$ cat config.mk
export PLATFORM = sky130hd
export DESIGN_NAME = dm_multihart
export DESIGN_NICKNAME = d
export VERILOG_FILES = /design/src/rtl/dm_multihart.sv
export SDC_FILE = /design/constraint.sdc
export NUM_CORES = 1
export LEC_CHECK = 0
export CELL_PAD_IN_SITES_DETAIL_PLACEMENT = 1
export CELL_PAD_IN_SITES_GLOBAL_PLACEMENT = 1
export CORE_MARGIN = 5
export CORE_UTILIZATION = 49
export DETAILED_ROUTE_END_ITERATION = 6
export DONT_BUFFER_PORTS = 1
export GPL_TIMING_DRIVEN = 1
export PLACE_DENSITY = 0.76
export SYNTH_ARGS = -nofsm -noshare
export SYNTH_HDL_FRONTEND = slang
export SYNTH_SLANG_ARGS = --single-unit
$ cat constraint.sdc
create_clock -name clk -period 7.04 [get_ports clk]
set_clock_uncertainty 0.15 [all_clocks]
set_input_delay 1.056 -clock clk [delete_from_list [all_inputs] [get_ports clk]]
set_output_delay 1.056 -clock clk [all_outputs]
set_load 0.02 [all_outputs]
$ cat src/rtl/dm_multihart.sv
// Multi-hart debug module: DMI register file toward the DTM, abstract-command FSM
// with per-command timeout, and a bus slave used by the harts' debug handler code.
module dm_multihart #(
    parameter int NUM_HART    = 4,
    parameter int DATA_COUNT  = 2,
    parameter int CMD_TIMEOUT = 1024
) (
    input  logic                clk,
    input  logic                reset,
    output logic [NUM_HART-1:0] interrupt,
    input  logic                dmi_valid,
    output logic                dmi_ready,
    input  logic                dmi_write,
    input  logic [6:0]          dmi_addr,
    input  logic [31:0]         dmi_wdata,
    output logic [31:0]         dmi_rdata,
    input  logic                bus_valid,
    output logic                bus_ready,
    input  logic                bus_write,
    input  logic [19:0]         bus_addr,
    input  logic [31:0]         bus_wdata,
    output logic [31:0]         bus_rdata
);
    localparam int CW = $clog2(CMD_TIMEOUT) + 1;
    localparam logic [19:0] A_HALTED    = 20'h100;
    localparam logic [19:0] A_RESUMING  = 20'h104;
    localparam logic [19:0] A_REQUEST   = 20'h108;
    localparam logic [19:0] A_EXCEPTION = 20'h10C;

    // Handshake on both ports: the master holds valid (and its payload) until the
    // cycle with valid&&ready; ready pulses one cycle after valid, then drops.

    typedef enum logic [1:0] {IDLE, PENDING, DONE} state_t;
    state_t state, state_next;

    logic [31:0]         data [DATA_COUNT];
    logic [NUM_HART-1:0] haltreq, halted, resumeack;
    logic [9:0]          hartsel;
    logic                dmactive;
    logic [2:0]          cmderr;
    logic [31:0]         req_word;
    logic [CW-1:0]       cnt;

    logic        dmi_wr, dmi_rd, bus_wr, dm_wr, cmd_wr, resume_wr, act_now, busy, viol;
    logic [9:0]  new_sel;
    logic [7:0]  cmd_type;
    logic        sel_valid, sel_halted, sel_ack, sel_haltreq, new_sel_valid, dmi_data_hit;
    logic [31:0] dmi_rd_mux, bus_rd_mux, post_word;
    logic [63:0] halted64;
    logic [2:0]  err_set;
    logic        post, req_clr;

    assign interrupt = haltreq;
    assign dmi_wr    = dmi_valid && dmi_ready && dmi_write;
    assign dmi_rd    = dmi_valid && dmi_ready && !dmi_write;
    assign bus_wr    = bus_valid && bus_ready && bus_write;
    assign dm_wr     = dmi_wr && (dmi_addr == 7'h10);
    assign cmd_wr    = dmi_wr && (dmi_addr == 7'h17);
    assign resume_wr = dm_wr && dmi_wdata[30] && dmi_wdata[0];
    assign new_sel   = dmi_wdata[25:16];
    assign cmd_type  = dmi_wdata[31:24];
    // A dmcontrol write that sets dmactive applies its other fields in the same cycle.
    assign act_now   = dm_wr ? dmi_wdata[0] : dmactive;
    assign busy      = (state != IDLE);
    assign viol      = cmd_wr || resume_wr || ((dmi_wr || dmi_rd) && dmi_data_hit);
    assign halted64  = 64'(halted);

    always_comb begin
        sel_valid     = 1'b0;
        sel_halted    = 1'b0;
        sel_ack       = 1'b0;
        sel_haltreq   = 1'b0;
        new_sel_valid = 1'b0;
        for (int i = 0; i < NUM_HART; i++) begin
            if (hartsel == 10'(i)) begin
                sel_valid   = 1'b1;
                sel_halted  = halted[i];
                sel_ack     = resumeack[i];
                sel_haltreq = haltreq[i];
            end
            if (new_sel == 10'(i)) new_sel_valid = 1'b1;
        end
    end

    always_comb begin
        dmi_data_hit = 1'b0;
        dmi_rd_mux   = '0;
        for (int k = 0; k < DATA_COUNT; k++) begin
            if (dmi_addr == 7'(4 + k)) begin
                dmi_data_hit = 1'b1;
                dmi_rd_mux   = data[k];
            end
        end
        case (dmi_addr)
            7'h10: dmi_rd_mux = {sel_haltreq, 5'b0, hartsel, 15'b0, dmactive};
            7'h11: dmi_rd_mux = {14'b0, sel_ack, sel_ack, 4'b0,
                                 sel_valid && !sel_halted, sel_valid && !sel_halted,
                                 sel_halted, sel_halted, 4'b0, 4'd2};
            7'h16: dmi_rd_mux = {3'b0, 5'd0, 11'b0, busy, 1'b0, cmderr, 4'b0, 4'(DATA_COUNT)};
            7'h40: dmi_rd_mux = halted64[31:0];
            default: ;
        endcase
    end

    always_comb begin
        bus_rd_mux = '0;
        for (int k = 0; k < DATA_COUNT; k++)
            if (bus_addr == 20'(12'h380 + 4 * k)) bus_rd_mux = data[k];
        if (bus_addr == A_REQUEST) bus_rd_mux = req_word;
    end

    always_comb begin
        state_next = state;
        post       = 1'b0;
        post_word  = '0;
        err_set    = 3'd0;
        req_clr    = 1'b0;
        if (busy && viol) err_set = 3'd1;
        case (state)
            IDLE: begin
                if (resume_wr) begin
                    if (new_sel_valid) begin
                        post      = 1'b1;
                        post_word = {1'b1, 3'd1, 12'd0, 16'(new_sel)};
                    end
                end else if (cmd_wr && cmderr == 3'd0) begin
                    if (cmd_type != 8'd0 && cmd_type != 8'd2)
                        err_set = 3'd2;
                    else if (!sel_valid || !sel_halted)
                        err_set = 3'd4;
                    else begin
                        post = 1'b1;
                        if (cmd_type == 8'd0)
                            post_word = {1'b1, dmi_wdata[16] ? 3'd3 : 3'd2, dmi_wdata[11:0], 16'(hartsel)};
                        else
                            post_word = {1'b1, dmi_wdata[16] ? 3'd5 : 3'd4, 9'd0, dmi_wdata[22:20], 16'(hartsel)};
                    end
                end
                if (post) state_next = PENDING;
            end
            PENDING: begin
                if (bus_wr && bus_addr == A_REQUEST)
                    state_next = DONE;
                else if (bus_wr && bus_addr == A_EXCEPTION) begin
                    state_next = DONE;
                    err_set    = 3'd3;
                end else if (bus_wr && bus_addr == A_RESUMING && req_word[30:28] == 3'd1)
                    state_next = DONE;
                else if (cnt == CW'(CMD_TIMEOUT - 1)) begin
                    state_next = DONE;
                    err_set    = 3'd3;
                end
                if (state_next == DONE) req_clr = 1'b1;
            end
            DONE:    state_next = IDLE;
            default: state_next = IDLE;
        endcase
        if (!act_now) begin
            state_next = IDLE;
            post       = 1'b0;
            err_set    = 3'd0;
            req_clr    = 1'b1;
        end
    end

    always_ff @(posedge clk or posedge reset) begin
        if (reset) state <= IDLE;
        else       state <= state_next;
    end

    always_ff @(posedge clk or posedge reset) begin
        if (reset) begin
            dmi_ready <= 1'b0;
            bus_ready <= 1'b0;
            dmi_rdata <= '0;
            bus_rdata <= '0;
            dmactive  <= 1'b0;
            haltreq   <= '0;
            hartsel   <= '0;
            cmderr    <= '0;
            halted    <= '0;
            resumeack <= '0;
            req_word  <= '0;
            cnt       <= '0;
            for (int k = 0; k < DATA_COUNT; k++) data[k] <= '0;
        end else begin
            dmi_ready <= dmi_valid && !dmi_ready;
            bus_ready <= bus_valid && !bus_ready;
            if (dmi_valid && !dmi_write && !dmi_ready) dmi_rdata <= dmi_rd_mux;
            if (bus_valid && !bus_write && !bus_ready) bus_rdata <= bus_rd_mux;
            if (dm_wr) dmactive <= dmi_wdata[0];

            if (!act_now) begin
                haltreq <= '0;
                hartsel <= '0;
                cmderr  <= '0;
            end else begin
                if (dm_wr) begin
                    hartsel <= new_sel;
                    for (int i = 0; i < NUM_HART; i++)
                        if (new_sel == 10'(i)) haltreq[i] <= dmi_wdata[31];
                end
                // First error sticks; cmderr is only cleared by write-one-to-clear.
                if (err_set != 3'd0 && cmderr == 3'd0)
                    cmderr <= err_set;
                else if (dmi_wr && dmi_addr == 7'h16)
                    cmderr <= cmderr & ~dmi_wdata[10:8];
            end

            for (int i = 0; i < NUM_HART; i++) begin
                if (post && post_word[30:28] == 3'd1 && new_sel == 10'(i)) resumeack[i] <= 1'b0;
                if (bus_wr && bus_addr == A_HALTED && bus_wdata == 32'(i)) halted[i] <= 1'b1;
                if (bus_wr && bus_addr == A_RESUMING && bus_wdata == 32'(i)) begin
                    halted[i]    <= 1'b0;
                    resumeack[i] <= 1'b1;
                end
            end

            for (int k = 0; k < DATA_COUNT; k++) begin
                if (dmi_wr && dmi_addr == 7'(4 + k) && !busy)
                    data[k] <= dmi_wdata;
                else if (bus_wr && bus_addr == 20'(12'h380 + 4 * k))
                    data[k] <= bus_wdata;
            end

            if (req_clr)   req_word <= '0;
            else if (post) req_word <= post_word;

            if (state == PENDING) cnt <= cnt + 1'b1;
            else                  cnt <= '0;
        end
    end
endmodule

==> impl_metrics.tcl, run 1 <==
set metrics [dict create \
    nFillCells 2167 \
    clk_pin_slew_ns 0.07 \
    worst-endpoint-arrival_ns 4.15 \
    drt-initial-drc-count 577 \
    sequential_fraction_of_the_synthesis_area 0.504 \
    synthDistinctLibCells 60 \
    place.port_buffers 0 \
    drv_cap 0 \
    ys_seq_elements 195 \
    synth_flop_type "dfrtp_1" \
    wl_final_microns 31800 \
    yosys.area_share.xor_xnor 0.00724 \
    cts.root.buffer_cell "clkbuf_16" \
    synthMostInstantiatedCell "dfrtp_1" \
    grt_pass1_wl_microns 48900 \
    crit_path_end_kind "register" \
    muxShareOfSynthArea 0.112 \
    start_kind "primary input" \
    run_status "complete, no violations" \
    mappedNetlistNets 1067 \
    synth_top_family_by_area "compound AO/OA/AOI/OAI gates" \
    max_slew_margin 0.235 \
    max-vdd-ir-drop_mv 0.168 \
    yosys_warnings 0 \
    detail_route.wirelength.met1_microns 13000 \
    setup-violations-final 0 \
    route.vias.total 7784 \
    dr.pass1.iters 5 \
    antenna_found_initial 1 \
    hpwl_microns 21800 \
    synth.largest_area_cell "dfrtp_1" \
    layout.area.seq_sq_um 4880 \
    diodes 0 \
    grt-ovfl-total 0 \
    final_cell_count_no_fill 1215 \
    slew_violations 0 \
    number_of_global_route_vias_before_repair 8097 \
    cts.path.max_buffers 2 \
    fin_tns_setup_ns 0 \
    initial_core_util 0.497 \
    critical_path_buf_inv_count 1 \
    tritoncts.num_buffers 17 \
    post_synth.cell_area_avg_sq_um 9.98 \
    synth_compound_area_frac 0.174 \
    cts.hold.buffers_added 0 \
    min-delay-path-class "register to register" \
    cts_tree "built" \
    max_freq_mhz 250 \
    slowest_stage "or4_2" \
    floorplan.io_pins 167 \
    met3_wirelength_microns 2510 \
    finalCritPeriodShare 0.569 \
    period_needed_ns 4.00 \
    post-synth-top-area-fraction 0.504 \
    multiInputGateArea_sq_um 4460 \
    power-per-cell-area_nw_per_um2 233 \
    synth_edf_count 0 \
    share_of_synthesized_cell_area_in_and_or_nand_and_nor_gates 0.164 \
    gp_routability_congestion 0.858 \
    die-width_microns 151 \
    timing.critical_path.fanout_max 32 \
    worstPathCellList "or2_1, or4_2, nor4_4, buf_4, mux2i_1, a21oi_2" \
    timing_worst_slew_pin_value_ns 1.15 \
    routed_via_density 6.41 \
    cts.repair_timing.setup_buffer_count 0 \
    cts-htree-levels 4 \
    cell_types_with_the_largest_area_share_after_synthesis "dfrtp_1, mux2i_1, nor2_1" \
    clkSinkCount 195 \
    post_route_cells_drive_above_1_share 0.0989 \
    synth-adder-area-share 0.00129 \
    cts_repair_resize_count 0 \
    routed_wire_length_per_instance_microns 26.2 \
    syn_to_final_growth_pct 7.38 \
    core_region_area_sq_um 19500 \
    synth_async_sr_flop_share 1.00 \
    worstSkewPairLatency_ns 0.45 \
    instance_count_of_the_mapped_netlist 969 \
    worst_ep_required_time_ns 7.19 \
    route.detailed.drc 0 \
    finalNetCount 1035 \
    groute.usage.overall 0.287 \
    floorplan.die_area_sq_um 22700 \
    critPathKind "primary input to register" \
    row_cnt 51 \
    numPlacedInstances 1183 \
    highest-signal-layer "met5" \
    critical_path.top_delay_family "simple AND/OR/NAND/NOR gates" \
    power_leakage_nw 4.60 \
    ys_top_cells_by_count "dfrtp_1, nor2_1, mux2i_1" \
    routed_antenna_nets 0 \
    largest_net_degree_at_the_start_of_global_routing 139 \
    critPathMaxStageDelay_ns 1.08 \
    die_height_microns 151 \
    syn_area_sq_um 9670 \
    routed_length_on_met2_microns 15200 \
    timing.final.hold_violations 0 \
    setup_repair_after_global_routing_missed_its_margin "no" \
]
-- path summary, 6_finish.rpt --
path                                  start            end  cells after the start  slack, ns
worst max-delay path            dmi_addr[5]       data[43]                      6       3.04
worst min-delay path                 cnt[0]         cnt[0]                      1       0.32
worst max register to register    dmi_ready   req_word[27]                      7       3.81
worst min register to register       cnt[0]         cnt[0]                      1       0.32
max in group asynchronous             reset    req_word[7]                      2       4.93
min in group asynchronous             reset  dmi_rdata[24]                      1       0.50
-- state kept, by name, summed over array words and instances, names as in the netlist --
signal,cells
hartsel,10
data,64
interrupt,4
dmi_ready,1
dmactive,1
cnt,11
bus_ready,1
bus_rdata,32
state,2
dmi_rdata,32
halted,4
cmderr,3
resumeack,4
req_word,26
-- where the power goes --
part	switching (mW)	internal, mW	total, mW
Combinational	0.0960	0.0611	0.157
Clock	0.467	0.517	0.983
Sequential	0.108	1.18	1.29
Total	0.671	1.76	2.43
-- final cells by class --
type / count / share of cell area
Inverter: 11 / 0.00470
Multi-Input combinational cell: 701 / 0.429
Tap cell: 265 / 0.0319
Clock inverter: 11 / 0.0119
Timing Repair Buffer: 11 / 0.00795
Clock buffer: 21 / 0.0443
Sequential cell: 195 / 0.470
-- layout by cell type, fill, tap and decap left out, types with 4 or more instances in the layout --
cell / count
mux2i_1: 96
inv_1: 9
nor4_1: 19
clkbuf_16: 17
a21oi_2: 28
mux2_2: 5
and2_1: 12
o31ai_1: 12
a31oi_1: 6
nor2_1: 146
nor3_1: 9
a21oi_1: 92
dfrtp_1: 195
nand3_1: 11
a22o_1: 19
a221oi_1: 33
nand2_1: 84
nor4b_1: 4
and3_1: 8
xnor2_1: 4
nand4_1: 13
xor2_1: 4
o22ai_1: 6
o21ai_0: 26
nor2b_1: 8
buf_4: 11
o2bb2ai_1: 5
-- per-layer routing --
layer	GRT usage	up-vias
met5	0	-
met4	0.108	2
met3	0.0762	67
met2	0.465	303
met1	0.371	3968
li1	-	3444
-- logic make-up (layout without fill, tap and decap cells) --
group / count (synthesis) / in the layout
compound gates: 247 / 247
mux: 104 / 104
simple gates: 341 / 341
buf+inv: 73 / 54
xor+xnor: 8 / 8
fa+ha+maj: 1 / 1
flops: 195 / 195
-- worst register-to-register path, cell delays in order, from the launching register on --
cell     delay, ns
dfrtp_1       0.53
and3_1        0.34
and4_1        0.76
and3_1        0.32
o21ai_0       0.25
nor2b_2       0.26
buf_4         0.24
a22o_1        0.28
-- stage by stage --
| stage | setup slack (ns) | total power, mW | instance area [sq um] | hold WS (ns) | util |
|---|---|---|---|---|---|
| 6_report | 3.04 | 2.43 | 10400 | 0.316 | 0.534 |
| 3_5_place_dp | 2.65 | 1.47 | 9800 | 0.310 | 0.504 |
| 3_3_place_gp | 2.76 | 1.46 | 9800 | 0.300 | 0.504 |
| 2_1_floorplan | 0.522 | 1.42 | 9670 | 0.283 | - |
| 4_1_cts | 3.06 | 2.44 | 10400 | 0.320 | 0.534 |
| 5_1_grt | 2.94 | 2.52 | 10400 | 0.348 | 0.534 |
Power figures use the tool's default switching activity.
==> run 2, diff against run 1 <==
Clock period 7.04 ns to 4 ns, I/O delays scaled along.
==> run 2 against run 1 <==
  * Sequential power rose by 76%
  * Die area did not move
  * Total power rose by 78%
  * Critical endpoint is now req_word[27]
==> impl_metrics.tcl, run 2 (synthesis results as in run 1) <==
set metrics [dict create \
    run_status "complete, no violations" \
    floorplan.die_area_sq_um 22700 \
    cts.repair_timing.setup_buffer_count 0 \
    cts_tree "built" \
    multiInputGateArea_sq_um 4460 \
    setup-violations-final 0 \
    critPathKind "register to register" \
    cts.root.buffer_cell "clkbuf_16" \
    setup.reg_to_reg.worst_slack_ns 0.75 \
    r2r-start "hartsel[0]" \
    timing_worst_slew_pin_value_ns 1.18 \
    syn_to_final_growth_pct 8.64 \
    clkSinkCount 195 \
    max_freq_mhz 307 \
    min-delay-path-class "primary input to register" \
    grt_pass1_wl_microns 49700 \
    setup_repair_after_global_routing_missed_its_margin "no" \
    critical_path_buf_inv_count 0 \
    slowest_stage "nor2b_2" \
    tritoncts.num_buffers 17 \
    post_route_cells_drive_above_1_share 0.109 \
    finalNetCount 1046 \
    number_of_global_route_vias_before_repair 8296 \
    reg2reg_to "req_word[27]" \
    nFillCells 2145 \
    most_frequent_standard_cell_in_the_layout_excluding_fill_and_tap_cells "dfrtp_1" \
    period_needed_ns 3.25 \
    worst_hold_path.endpoint "halted[3]" \
    die_height_microns 151 \
    detail_route.wirelength.met1_microns 12900 \
    layout_top_registers "data: 64 flops, bus_rdata: 32 flops, dmi_rdata: 32 flops" \
    largest_net_degree_at_the_start_of_global_routing 118 \
    place.port_buffers 0 \
    routed_antenna_nets 0 \
    drv_cap 0 \
    worst_ep_required_time_ns 4.24 \
    power_leakage_nw 4.68 \
    cts-htree-levels 4 \
    route.vias.total 7869 \
    clk_pin_slew_ns 0.08 \
    fin_tns_setup_ns 0 \
    cts.path.max_buffers 2 \
    finalCritPeriodShare 0.813 \
    gp_routability_congestion 0.850 \
    startpoint_of_the_most_critical_hold_path "bus_wdata[1]" \
    timing.final.hold_violations 0 \
    worstPathCellList "mux4_2, nand3_1, nor3_1, o21ai_0, nor2b_2, a22o_1" \
    highest-signal-layer "met4" \
    groute.usage.overall 0.292 \
    wl_final_microns 32300 \
    start_kind "register" \
    min_path_cells 1 \
    commonest_non_fill_non_tap_cells_in_the_layout "dfrtp_1, nor2_1, mux2i_1" \
    hpwl_microns 22500 \
    route.detailed.drc 0 \
    worstSkewPairLatency_ns 0.45 \
    routed_length_on_met2_microns 15600 \
    routed_wire_length_per_instance_microns 26.4 \
    worst-endpoint-arrival_ns 3.49 \
    critPathMaxStageDelay_ns 1.00 \
    power-per-cell-area_nw_per_um2 410 \
    drt-initial-drc-count 658 \
    max_slew_margin 0.196 \
    timing.critical_path.fanout_max 24 \
    die-width_microns 151 \
    critical_path.top_delay_family "simple AND/OR/NAND/NOR gates" \
    core_region_area_sq_um 19500 \
    layout.area.seq_sq_um 4880 \
    antenna_found_initial 1 \
    met3_wirelength_microns 2670 \
    max-vdd-ir-drop_mv 0.269 \
    routed_via_density 6.42 \
    diodes 0 \
    slew_violations 0 \
    grt-ovfl-total 0 \
    floorplan.io_pins 167 \
    largest_reg_flops 64 \
    dr.pass1.iters 5 \
    crit_path_end_kind "register" \
    largest_reg_by_ff_count "data" \
    initial_core_util 0.497 \
    timing.hold.ws_ns 0.0983 \
    row_cnt 51 \
    number_of_cells_on_the_worst_reg_to_reg_path 6 \
]
==> run 2: changes by cell type in the layout (fill, tap and decap cells not counted), moves of 3 or more <==
cell	previous run	this run
buf_4	11	19
clkinv_8	1	5
clkinv_4	3	0
inv_8	2	5
==> run 2: worst max-delay path by stage <==
stage,cells after the start,start,slack (ns),end
5_1_grt,6,hartsel[0],0.54,req_word[27]
4_1_cts,6,hartsel[0],0.77,req_word[19]
2_1_floorplan,1,reset,0.73,bus_rdata[0]
3_5_place_dp,9,dmi_addr[0],0.81,req_word[27]
6_report,6,hartsel[0],0.75,req_word[27]
3_3_place_gp,9,dmi_addr[0],0.87,req_word[22]
==> run 2: repair_timing <==
action | CTS | global route
hold endpoints to repair | 2 | 0
setup endpoints to repair | 0 | 0
hold buffers | 1 | 0
resized for setup | 0 | 0
==> run 2: worst register-to-register path, cell delays in order, from the launching register on <==
cell     delay (ns)
dfrtp_1        0.51
mux4_2         0.60
nand3_1        0.14
nor3_1         0.11
o21ai_0        0.40
nor2b_2        1.00
a22o_1         0.30
==> run 2: layout make-up <==
cell class | instances | area share
well taps | 265 | 0.0315
repair buffers | 22 | 0.0183
multi-input cells | 701 | 0.424
inverters | 11 | 0.00429
clock inverters | 15 | 0.0171
clock buffers | 17 | 0.0405
flip-flops and latches | 195 | 0.464
==> run 2: layer usage <==
layer,vias to the layer above,GRT usage
li1,3453,-
met5,-,0
met1,4020,0.368
met2,315,0.474
met4,0,0.127
met3,81,0.0774
==> run 2: through the flow <==
stage	std cells	power [mW]	worst slack [ns]	util	area, sq um
after floorplan	969	2.49	0.732	-	9680
final	1226	4.31	0.747	0.540	10500
after global routing	1226	4.47	0.537	0.540	10500
after CTS	1226	4.33	0.767	0.540	10500
after global placement	1193	2.58	0.873	0.508	9890
after detailed placement	1193	2.59	0.811	0.508	9890
==> run 2: where the power goes <==
part / leakage [nW] / internal (mW) / switching, mW
Combinational: 1.75 / 0.112 / 0.173
Clock: 0.292 / 0.852 / 0.907
Sequential: 2.63 / 2.07 / 0.194
Total: 4.68 / 3.04 / 1.27
